File: src/rtl/fetch_stage.sv
// fetch_stage: IF stage and IF/ID pipeline register.
// Owns PCF and keeps at most one instruction-memory request in flight over a
// req/gnt/valid handshake. It hands instructions to decode, and it parks one
// response in a single-entry buffer when decode cannot take it. When execute
// redirects the PC, any response that is still owed to the old stream is dropped.
module fetch_stage #(
    parameter logic [31:0] RESET_PC = 32'h0000_0000,
    parameter logic [31:0] NOP      = 32'h0000_0013
) (
    input  logic        clk,
    input  logic        reset,
    input  logic        StallF,
    input  logic        StallD,
    input  logic        FlushD,
    input  logic        PCSrcE,
    input  logic [31:0] PCTargetE,
    output logic        imem_req,
    output logic [31:0] imem_addr,
    input  logic        imem_gnt,
    input  logic        imem_valid,
    input  logic [31:0] imem_rdata,
    output logic [31:0] InstrD,
    output logic [31:0] PCD,
    output logic [31:0] PCPlus4D,
    output logic        ValidD,
    output logic        FetchBusyF
);

    typedef enum logic [1:0] {
        S_ISSUE = 2'd0,
        S_WAIT  = 2'd1,
        S_DROP  = 2'd2
    } state_t;

    state_t      state;
    state_t      state_next;
    logic [31:0] PCF;
    logic        BufValid;
    logic [31:0] BufInstr;
    logic [31:0] BufPC;

    logic        resp_avail;
    logic        available;
    logic        consume;
    logic        granted;
    logic [31:0] src_instr;
    logic [31:0] src_pc;

    // Work out where this cycle's instruction comes from (buffer first), and whether decode takes it.
    always_comb begin
        resp_avail = (state == S_WAIT) && imem_valid;
        available  = BufValid || resp_avail;
        src_instr  = BufValid ? BufInstr : imem_rdata;
        src_pc     = BufValid ? BufPC : PCF;
        consume    = available && !FlushD && !StallD;
        imem_req   = !reset && (state == S_ISSUE) && !StallF && !BufValid;
        granted    = imem_req && imem_gnt;
        imem_addr  = PCF;
        FetchBusyF = !available;
    end

    // Next request state. In WAIT, any response returns the FSM to ISSUE, because that
    // response is either used, buffered or discarded. A redirect with a request in flight
    // moves the FSM to DROP, so the stale response is swallowed when it arrives.
    always_comb begin
        state_next = state;
        case (state)
            S_ISSUE: begin
                if (granted) begin
                    state_next = PCSrcE ? S_DROP : S_WAIT;
                end
            end
            S_WAIT: begin
                if (imem_valid) begin
                    state_next = S_ISSUE;
                end else if (PCSrcE) begin
                    state_next = S_DROP;
                end
            end
            S_DROP: begin
                if (imem_valid) begin
                    state_next = S_ISSUE;
                end
            end
            default: state_next = S_ISSUE;
        endcase
    end

    // Request state register.
    always_ff @(posedge clk or posedge reset) begin
        if (reset) begin
            state <= S_ISSUE;
        end else begin
            state <= state_next;
        end
    end

    // Single-entry response buffer. It fills from a response that decode cannot take,
    // and it is emptied when decode takes the entry or when the PC is redirected.
    always_ff @(posedge clk or posedge reset) begin
        if (reset) begin
            BufValid <= 1'b0;
            BufInstr <= 32'd0;
            BufPC    <= 32'd0;
        end else if (PCSrcE) begin
            BufValid <= 1'b0;
        end else if (consume) begin
            BufValid <= 1'b0;
        end else if (resp_avail) begin
            BufValid <= 1'b1;
            BufInstr <= imem_rdata;
            BufPC    <= PCF;
        end
    end

    // IF/ID register. A flush beats a stall. If there is no instruction, decode gets a bubble.
    always_ff @(posedge clk or posedge reset) begin
        if (reset) begin
            InstrD   <= NOP;
            PCD      <= 32'd0;
            PCPlus4D <= 32'd0;
            ValidD   <= 1'b0;
        end else if (FlushD) begin
            InstrD <= NOP;
            ValidD <= 1'b0;
        end else if (!StallD) begin
            if (available) begin
                InstrD   <= src_instr;
                PCD      <= src_pc;
                PCPlus4D <= src_pc + 32'd4;
                ValidD   <= 1'b1;
            end else begin
                InstrD <= NOP;
                ValidD <= 1'b0;
            end
        end
    end

    // PC register. A redirect wins over StallF. Otherwise the PC advances once per consumed instruction.
    always_ff @(posedge clk or posedge reset) begin
        if (reset) begin
            PCF <= RESET_PC;
        end else if (PCSrcE) begin
            PCF <= PCTargetE;
        end else if (consume && !StallF) begin
            PCF <= PCF + 32'd4;
        end
    end

endmodule

File: config.mk
export PLATFORM = sky130hd
export DESIGN_NAME = fetch_stage
export DESIGN_NICKNAME = d
export VERILOG_FILES = /design/src/rtl/fetch_stage.sv
export SDC_FILE = /design/constraint.sdc
export NUM_CORES = 1
export LEC_CHECK = 0
export ABC_AREA = 0
export BUFFER_PORTS_ARGS = -buffer_cell sky130_fd_sc_hd__buf_4
export CORE_MARGIN = 4
export CORE_UTILIZATION = 55
export DETAILED_ROUTE_END_ITERATION = 8
export HOLD_SLACK_MARGIN = 0.1
export PLACE_DENSITY = 0.8
export RECOVER_POWER = 100
export SYNTH_ARGS = -nofsm -noshare
export SYNTH_HDL_FRONTEND = slang
export SYNTH_SLANG_ARGS = --single-unit
File: constraint.sdc
create_clock -name clk -period 8.24 [get_ports clk]
set_input_delay 0.824 -clock clk [delete_from_list [all_inputs] [get_ports clk]]
set_output_delay 0.824 -clock clk [all_outputs]
set_load 0.02 [all_outputs]
==> out/qor.yml, run 1 <==
setup_path:
  endpoint_kind: "flip-flop"
  arrival_ns: 5.25
  cp_max_fo: 68
  critical_path_class: "reg -> reg"
  cp-start-kind: "flip-flop"
  required_ns: 8.55
synthesis:
  avgSynthCellArea_um2: 10.4
  yosysWarnings: 0
  synth-async-reset-ratio: 1.00
  netlist_top_cells_count: "191 x dfrtp_1, 151 x nand2_1, 100 x o21ai_0, 71 x mux2_2, 61 x mux2i_1"
  syn_inst: 903
  synth.most_common_cell: "dfrtp_1"
  dominantRegCellSynth: "dfrtp_1"
  synth_top_area_frac: 0.507
  synth_seq_area_share: 0.515
  syn_area_um2: 9430
  synthTopCellsByArea: "dfrtp_1 51%, mux2_2 8.5%, mux2i_1 6.5%"
  syn_nets: 977
  synth_seq_cells: 194
  synth_edf_count: 0
  synth_largest_area_cell: "dfrtp_1"
  ys_types: 55
power_and_ir_drop:
  powerDensity_nw_per_um2: 239
  vdd_drop_max_uv: 153
  finalPower_uw: 2650
  leakagePower_uw: 0.00470
grt:
  antenna_found_initial: 0
  grt_max_degree: 126
  grt.overflow.total: 0
  track_usage: 0.248
  grt_pass1_vias: 7457
  grt_pass1_wl_um: 39000
sta:
  layout_setup_ws_ns: 3.30
  worst_slew_pin_slew_ns: 5.56
  setup_violations: 0
  rsz0062_at_grt: "no"
  fin_crit_sh: 0.599
  fin_worst_skew_ns: 0.00840
  max_freq_mhz: 203
  fin_tns_setup_ns: 0
  fin_crit_ns: 4.94
  hold_viol: 0
  maxSlewViolCount: 329
  relSlewSlack: -2.73
place:
  place.gp.congestion: 0.840
  dp.cells: 1268
  dp_hpwl_um: 16500
  io_buffers: 202
  post-place-ws_ns: 4.49
route:
  wl_um: 24300
  wl_per_cell_um: 18.7
  drt_iter0_markers: 619
  drc: 0
  ant_nets: 0
  vias: 7471
  post_drt_via_cell_ratio: 5.75
  firstDrtPassIters: 5
floorplanning:
  start_util: 0.564
  fp-row-count: 47
  die-area_um2: 19300
  core-area_um2: 16700
  io_pins: 203
  die_h_um: 139
  die_w_um: 139
worst_hold_path:
  hold_class: "reg -> reg"
clock_network:
  clockRootBuffer: "clkbuf_16"
  cts_buffer_depth: 2
  htree_levels: 4
  clk_pin_slew_ns: 0.07
  cts_hold_buf: 0
  cts_buffers: 17
  cts_tree: "built"
  postCtsSetupBuffers: 0
  worstSkewPairLatency_ns: 0.43
  cts.sinks: 194
  cts_resized: 0
finish:
  layout-drive-gt1-share: 0.169
  nets: 1141
  finalNonFillerCells: 1300
  area_growth_pct: 17.7
  fillCellCount: 1464
  antenna_cells: 0
run_status:
  outcome: "finished, violations left"
  failed_checks: "capacitance limit, slew limit"
job:
  drv_cap: 5
[layer usage]
layer,vias up,routed length [um],part of all wire,track usage
met5,-,0,0,0
met4,0,428,0.018,0.0757
li1,3512,-,-,-
met3,36,1930,0.079,0.0707
met2,272,11700,0.48,0.403
met1,3651,10200,0.42,0.325
[critical path, cell delays in order (launching register included)]
cell and delay [ns]:
dfrtp_1 2.00, nand4_1 0.69, o32ai_1 0.70, nand3_1 0.59, or3_1 0.52, a221o_1 0.30
[registers in the layout, indices dropped and copies added, names as in the netlist]
name       flops
BufInstr      32
PCD           32
imem_addr     32
ValidD         1
InstrD        32
BufPC         32
BufValid       1
PCPlus4D      30
state          2
[layout make-up]
type / instances / area [um^2] / share of cell area
flip-flops and latches: 194 / 4860 / 0.438
multi-input cells: 634 / 4220 / 0.380
repair buffers: 210 / 1060 / 0.0957
clock buffers: 24 / 492 / 0.0443
well taps: 220 / 275 / 0.0248
clock inverters: 8 / 149 / 0.0134
inverters: 10 / 38.8 / 0.00349
[per-stage QoR]
| step | utilization | instance area [um^2] | hold WS [ns] |
|---|---|---|---|
| detailed placement | 0.660 | 11000 | 0.468 |
| finish | 0.665 | 11100 | 0.476 |
| global placement | 0.660 | 11000 | 0.464 |
| global route | 0.665 | 11100 | 0.490 |
| floorplan | - | 9430 | 0.480 |
| CTS | 0.698 | 11700 | 0.483 |
[final timing paths]
path | startpoint | to | slack [ns] | cells past startpoint
setup / recovery | BufValid | PCPlus4D[31] | 3.30 | 5
hold / removal | PCD[30] | PCD[30] | 0.48 | 1
setup reg to reg | BufValid | PCPlus4D[31] | 3.30 | 5
hold reg to reg | PCD[30] | PCD[30] | 0.48 | 1
max in group asynchronous | reset | InstrD[23] | 3.46 | 3
min in group asynchronous | reset | BufValid | 2.16 | 2
[power breakdown]
part	total, uW	switching [uW]	leakage (uW)	internal, uW
logic	496	306	0.00185	190
registers	1250	140	0.00254	1110
clock network	897	355	0.000307	542
[cell usage in the layout (no fill, tap or decap), drive strengths merged, types with 3 or more instances in the layout]
master / instances
dfrtp: 191
nor4: 12
o21ai: 104
clkbuf: 161
or4: 3
o21a: 3
nand2b: 4
o31ai: 4
o31a: 4
nor3: 17
or3: 3
nand3: 29
inv: 9
mux2: 71
bufinv: 4
buf: 73
o211ai: 5
a21oi: 11
a21o: 5
nand4: 16
nand2: 151
xnor2: 40
nor2b: 4
nand4b: 4
and3: 5
clkinvlp: 3
dfstp: 3
o311ai: 3
mux2i: 61
a22oi: 4
nor2: 26
xor2: 9
nand3b: 12
[cell families after synthesis]
family                   after synthesis  share of synthesized area
XOR/XNOR                              49                     0.0455
multiplexers                         132                      0.150
AND/OR/NAND/NOR                      296                      0.153
buffers and inverters                 75                     0.0346
flip-flops                           194                      0.515
AO/OA/AOI/OAI                        155                     0.0986
adder cells (fa/ha/maj)                2                    0.00265
Note: power is estimated with default switching activity, not from simulation.
==> run 2: changes to the inputs <==
==> constraint.sdc (replaced) <==
create_clock -name clk -period 4.76 [get_ports clk]
set_input_delay 0.476 -clock clk [delete_from_list [all_inputs] [get_ports clk]]
set_output_delay 0.476 -clock clk [all_outputs]
set_load 0.02 [all_outputs]
==> out/qor.yml, run 2 (synthesized netlist as in run 1, its figures left out) <==
setup_path:
  cp-start-kind: "flip-flop"
  cp_max_fo: 79  # +16%
  critical_path_class: "reg -> reg"
  r2r-end: "PCPlus4D[30]"
  max_stage_delay_ns: 1.04  # -0.96 ns
  endpoint_kind: "flip-flop"
  cp_slowest_cell: "dfrtp_4"
  r2r_slack_ns: 1.06  # -2.24 ns
  rr_worst_depth: 7  # +2
  endpoint: "PCPlus4D[30]"
  reg2reg_from: "BufValid"
  required_ns: 5.02  # -3.53 ns
  worstPathCellList: "mux2_2, ha_1, inv_1, a2111oi_2, nand2_1, nor4_1, o31ai_1"
  critical_path.startpoint: "BufValid"
  arrival_ns: 3.96  # -1.29 ns
sta:
  fin_worst_skew_ns: 0.0132  # +0.00476 ns
  maxSlewViolCount: 294  # -11%
  rsz0062_at_grt: "no"
  fin_tns_setup_ns: 0  # unchanged
  hold_viol: 0  # unchanged
  worst_slew_pin_slew_ns: 2.66  # -2.90 ns
  fin_crit_sh: 0.777  # +0.178
  relSlewSlack: -0.774  # +1.96
  max_freq_mhz: 270  # +34%
  setup_violations: 0  # unchanged
  fin_crit_ns: 3.70  # -1.24 ns
finish:
  layout-drive-gt1-share: 0.174  # +0.00447
  fillCellCount: 1485  # +1.4%
  nets: 1143  # +0.18%
  antenna_cells: 0  # unchanged
  final_util: 0.665  # about the same
  mostFrequentLayoutCells: "190 x dfrtp_1, 151 x nand2_1, 140 x clkbuf_1"
  finalNonFillerCells: 1301  # +0.077%
  area_growth_pct: 17.8  # about the same
  layout_commonest_cell: "dfrtp_1"
floorplanning:
  fp-row-count: 47  # unchanged
  die-area_um2: 19300  # unchanged
  start_util: 0.564  # unchanged
  core-area_um2: 16700  # unchanged
  die_h_um: 139  # unchanged
  die_w_um: 139  # unchanged
  io_pins: 203  # unchanged
place:
  dp.cells: 1269  # +0.079%
  place.gp.congestion: 0.885  # +5.3%
  io_buffers: 202  # unchanged
  dp_hpwl_um: 16600  # +0.69%
grt:
  grt.overflow.total: 0  # unchanged
  grt_pass1_wl_um: 39300  # +0.94%
  track_usage: 0.249  # +0.00139
  grt_max_degree: 139  # +10%
  grt_pass1_vias: 7523  # +0.89%
  antenna_found_initial: 0  # unchanged
run_status:
  outcome: "finished, violations left"
  failed_checks: "capacitance limit, slew limit"
route:
  wl_per_cell_um: 18.6  # -0.41%
  ant_nets: 0  # unchanged
  post_drt_via_cell_ratio: 5.76  # +0.22%
  drc: 0  # unchanged
  drt_iter0_markers: 650  # +5.0%
  vias: 7493  # +0.29%
  wl_um: 24200  # -0.33%
  firstDrtPassIters: 5  # unchanged
clock_network:
  worstSkewPairLatency_ns: 0.43  # about the same
  cts_buffer_depth: 2  # unchanged
  htree_levels: 4  # unchanged
  cts_tree: "built"
  cts.sinks: 194  # unchanged
  cts_resized: 0  # unchanged
  clk_pin_slew_ns: 0.07  # about the same
  clockRootBuffer: "clkbuf_16"
  postCtsSetupBuffers: 0  # unchanged
  cts_buffers: 17  # unchanged
power_and_ir_drop:
  leakagePower_uw: 0.00469  # -0.19%
  powerDensity_nw_per_um2: 408  # +71%
  vdd_drop_max_uv: 278  # +82%
job:
  drv_cap: 4  # -1
worst_hold_path:
  hold_class: "in -> reg"
run 2: repair_timing:
item / CTS / global route
hold buffers: 1 / 0
endpoints found under the hold margin: 14 / 0
setup endpoints to repair: 0 / 0
run 2: power by group:
| part | internal (uW) | switching, uW |
|---|---|---|
| clock | 858 | 631 |
| combinational | 328 | 533 |
| sequential | 1930 | 246 |
| total | 3110 | 1410 |
run 2: worst min path at each step:
stage / endpoint / slack [ns] / depth (start not counted) / startpoint
floorplan: BufInstr[21] / 0.48 / 1 / BufInstr[21]
global placement: PCD[22] / 0.46 / 2 / PCD[22]
detailed placement: ValidD / 0.47 / 2 / ValidD
CTS: InstrD[31] / 0.22 / 2 / FlushD
global route: InstrD[31] / 0.23 / 2 / FlushD
finish: InstrD[31] / 0.23 / 2 / FlushD
run 2: through the flow:
step	instance area (um^2)	total power, uW	hold slack (ns)	setup slack, ns
after global routing	11100	4740	0.230	0.802
after floorplan	9430	2740	0.480	1.78
after global placement	11000	3180	0.463	1.60
after detailed placement	11000	3220	0.467	1.49
after CTS	11700	4710	0.215	1.50
final	11100	4520	0.235	1.06
run 2: layout make-up:
| class | count | area, um^2 | share of cell area |
|---|---|---|---|
| well taps | 220 | 275 | 0.0248 |
| inverters | 10 | 38.8 | 0.00349 |
| clock buffers | 20 | 457 | 0.0411 |
| clock inverters | 11 | 154 | 0.0139 |
| flip-flops and latches | 194 | 4860 | 0.438 |
| repair buffers | 212 | 1080 | 0.0977 |
| multi-input cells | 634 | 4230 | 0.381 |
run 2: metal layers:
metal | global-route usage | vias to the layer above | wire, um
met5 | 0 | - | 0
met4 | 0.0793 | 0 | 538
met3 | 0.0679 | 45 | 1900
met2 | 0.403 | 297 | 11600
met1 | 0.330 | 3650 | 10200
li1 | - | 3501 | -
run 2: critical path, delay by kind of cell (launching register included):
family          cells  cell delay (ns)
compound gates      2             1.03
fa+ha+maj           1             0.19
buf+inv             1             0.10
flops               1             1.04
mux                 1             0.32
simple gates        2             0.85
==> run 3: changes to the inputs <==
--- a/config.mk
+++ b/config.mk
@@ -8,10 +8,10 @@
 export ABC_AREA = 0
 export BUFFER_PORTS_ARGS = -buffer_cell sky130_fd_sc_hd__buf_4
 export CORE_MARGIN = 4
-export CORE_UTILIZATION = 55
+export CORE_UTILIZATION = 50
 export DETAILED_ROUTE_END_ITERATION = 8
 export HOLD_SLACK_MARGIN = 0.1
-export PLACE_DENSITY = 0.8
+export PLACE_DENSITY = 0.77
 export RECOVER_POWER = 100
 export SYNTH_ARGS = -nofsm -noshare
 export SYNTH_HDL_FRONTEND = slang
==> constraint.sdc (replaced) <==
create_clock -name clk -period 3.2 [get_ports clk]
set_input_delay 0.32 -clock clk [delete_from_list [all_inputs] [get_ports clk]]
set_output_delay 0.32 -clock clk [all_outputs]
set_load 0.02 [all_outputs]
==> out/qor.yml, run 3 (synthesized netlist as in run 1, its figures left out) <==
setup_path:
  max_stage_delay_ns: 0.75  # -0.29 ns
  crit_top_cell: "nand3_1"
  reg2reg_from: "BufValid"
  cp_slowest_cell: "dfrtp_4"
  arrival_ns: 3.22  # -0.74 ns
  r2r_slack_ns: 0.30  # -0.76 ns
  endpoint_kind: "flip-flop"
  required_ns: 3.53  # -1.49 ns
  critical_path.startpoint: "BufValid"
  worstPathCellList: "buf_4, nand3_1, a222oi_1, nand3_1, o31a_1, o31ai_1"
  cp_max_fo: 42  # -47%
  cp-start-kind: "flip-flop"
  critical_path_class: "reg -> reg"
sta:
  maxSlewViolCount: 127  # -57%
  setup_violations: 0  # unchanged
  worst_slew_pin_slew_ns: 2.66  # -0.00236 ns
  relSlewSlack: -0.772  # +0.00157
  hold_viol: 0  # unchanged
  fin_worst_skew_ns: 0.0102  # -0.00297 ns
  fin_tns_setup_ns: 0  # unchanged
  fin_crit_sh: 0.905  # +0.128
  max_freq_mhz: 345  # +28%
  fin_crit_ns: 2.90  # -0.803 ns
  layout_setup_ws_ns: 0.304  # -0.757 ns
  rsz0062_at_grt: "no"
grt:
  track_usage: 0.240  # -0.00897
  antenna_found_initial: 0  # unchanged
  grt_pass1_wl_um: 41500  # +5.5%
  grt_pass1_vias: 7672  # +2.0%
  grt.overflow.total: 0  # unchanged
  grt_max_degree: 78  # -44%
finish:
  mostFrequentLayoutCells: "190 x dfrtp_1, 151 x nand2_1, 140 x clkbuf_1"
  layout_commonest_cell: "dfrtp_1"
  fillCellCount: 1643  # +11%
  final_util: 0.620  # -0.0448
  area_growth_pct: 20.2
  layout-drive-gt1-share: 0.177  # +0.00325
  nets: 1173  # +2.6%
  antenna_cells: 0  # unchanged
route:
  post_drt_via_cell_ratio: 5.61  # -2.7%
  firstDrtPassIters: 8  # +3
  drc: 0  # unchanged
  ant_nets: 0  # unchanged
  drt_iter0_markers: 651  # +0.15%
  wl_um: 25200  # +4.2%
  vias: 7517  # +0.32%
  wl_per_cell_um: 18.8  # +1.0%
floorplanning:
  io_pins: 203  # unchanged
  die_w_um: 145  # +4.6%
  core-area_um2: 18300  # +9.4%
  die-area_um2: 21100  # +9.4%
  start_util: 0.516  # -0.0485
  die_h_um: 145  # +4.6%
  fp-row-count: 49  # +4.3%
clock_network:
  cts.sinks: 194  # unchanged
  worstSkewPairLatency_ns: 0.43  # about the same
  htree_levels: 4  # unchanged
  cts_tree: "built"
  clk_pin_slew_ns: 0.07  # about the same
  cts_buffer_depth: 2  # unchanged
  cts_buffers: 17  # unchanged
  clockRootBuffer: "clkbuf_16"
  postCtsSetupBuffers: 0  # unchanged
worst_hold_path:
  hold_class: "in -> reg"
  hold_path.startpoint: "PCTargetE[19]"
power_and_ir_drop:
  vdd_drop_max_uv: 370  # +33%
  powerDensity_nw_per_um2: 583  # +43%
  p_int_uw: 4500  # +44%
  power.switching_uw: 2110  # +50%
  swShare: 0.319  # +0.00764
  leakagePower_uw: 0.00480  # +2.4%
  power.share.clock: 0.313  # -0.016
  pwr-share-seq: 0.488  # +0.007
  combPwrFrac: 0.199  # +0.009
place:
  io_buffers: 202  # unchanged
  place.gp.congestion: 0.896  # +1.2%
  dp_hpwl_um: 17700  # +6.7%
  post-place-ws_ns: 0.418  # -1.07 ns
run_status:
  outcome: "finished, violations left"
  failed_checks: "capacitance limit, slew limit"
job:
  drv_cap: 3  # -1
==> run 3: area by class of cell <==
type	count	area (um^2)	area share
Sequential cell	194	4860	0.429
Clock inverter	11	106	0.00939
Tap cell	229	287	0.0253
Inverter	10	38.8	0.00343
Multi-Input combinational cell	634	4220	0.373
Clock buffer	21	460	0.0407
Timing Repair Buffer	242	1350	0.119
==> run 3: power groups by stage <==
| stage | clock (uW) | sequential, uW | combinational (uW) |
|---|---|---|---|
| 6_report | 2070 | 3220 | 1320 |
| 5_1_grt | 2210 | 3280 | 1460 |
| 2_1_floorplan | 0 | 3450 | 622 |
| 4_1_cts | 2110 | 3230 | 1550 |
| 3_5_place_dp | 0 | 3270 | 1520 |
| 3_3_place_gp | 0 | 3260 | 1490 |
==> run 3: worst max-delay path: cells and delay by family, from the launching register on <==
family	cells	cell delay, ns
buf+inv	1	0.34
simple gates	2	0.48
compound gates	3	1.21
flops	1	0.75
==> run 3: per-stage QoR <==
stage / cell area, um^2 / std cells / power, uW / hold WS, ns
floorplan: 9430 / 903 / 4080 / 0.386
global placement: 11200 / 1289 / 4750 / 0.463
detailed placement: 11200 / 1289 / 4800 / 0.467
CTS: 11900 / 1341 / 6880 / 0.100
global route: 11300 / 1341 / 6950 / 0.116
finish: 11300 / 1341 / 6610 / 0.110
==> run 3: path summary, 6_finish.rpt <==
| check | cells past startpoint | to |
|---|---|---|
| min in group asynchronous | 3 | InstrD[30] |
| worst max-delay path | 6 | PCPlus4D[26] |
| worst min-delay path | 3 | imem_addr[19] |
| worst min register to register | 2 | ValidD |
| max in group asynchronous | 4 | PCPlus4D[23] |
| worst max register to register | 6 | PCPlus4D[26] |
==> run 3: what timing repair did <==
item / CTS / global route
endpoints found under the hold margin: 49 / 0
gates resized for setup: 0 / 0
hold buffers: 20 / 0
==> run 3: per-layer routing <==
| metal | up-vias | GRT usage | wire (um) |
|---|---|---|---|
| met2 | 265 | 0.376 | 11900 |
| met3 | 38 | 0.0783 | 2010 |
| met1 | 3658 | 0.323 | 10800 |
| li1 | 3556 | - | - |
| met5 | - | 0 | 0 |
| met4 | 0 | 0.0708 | 521 |
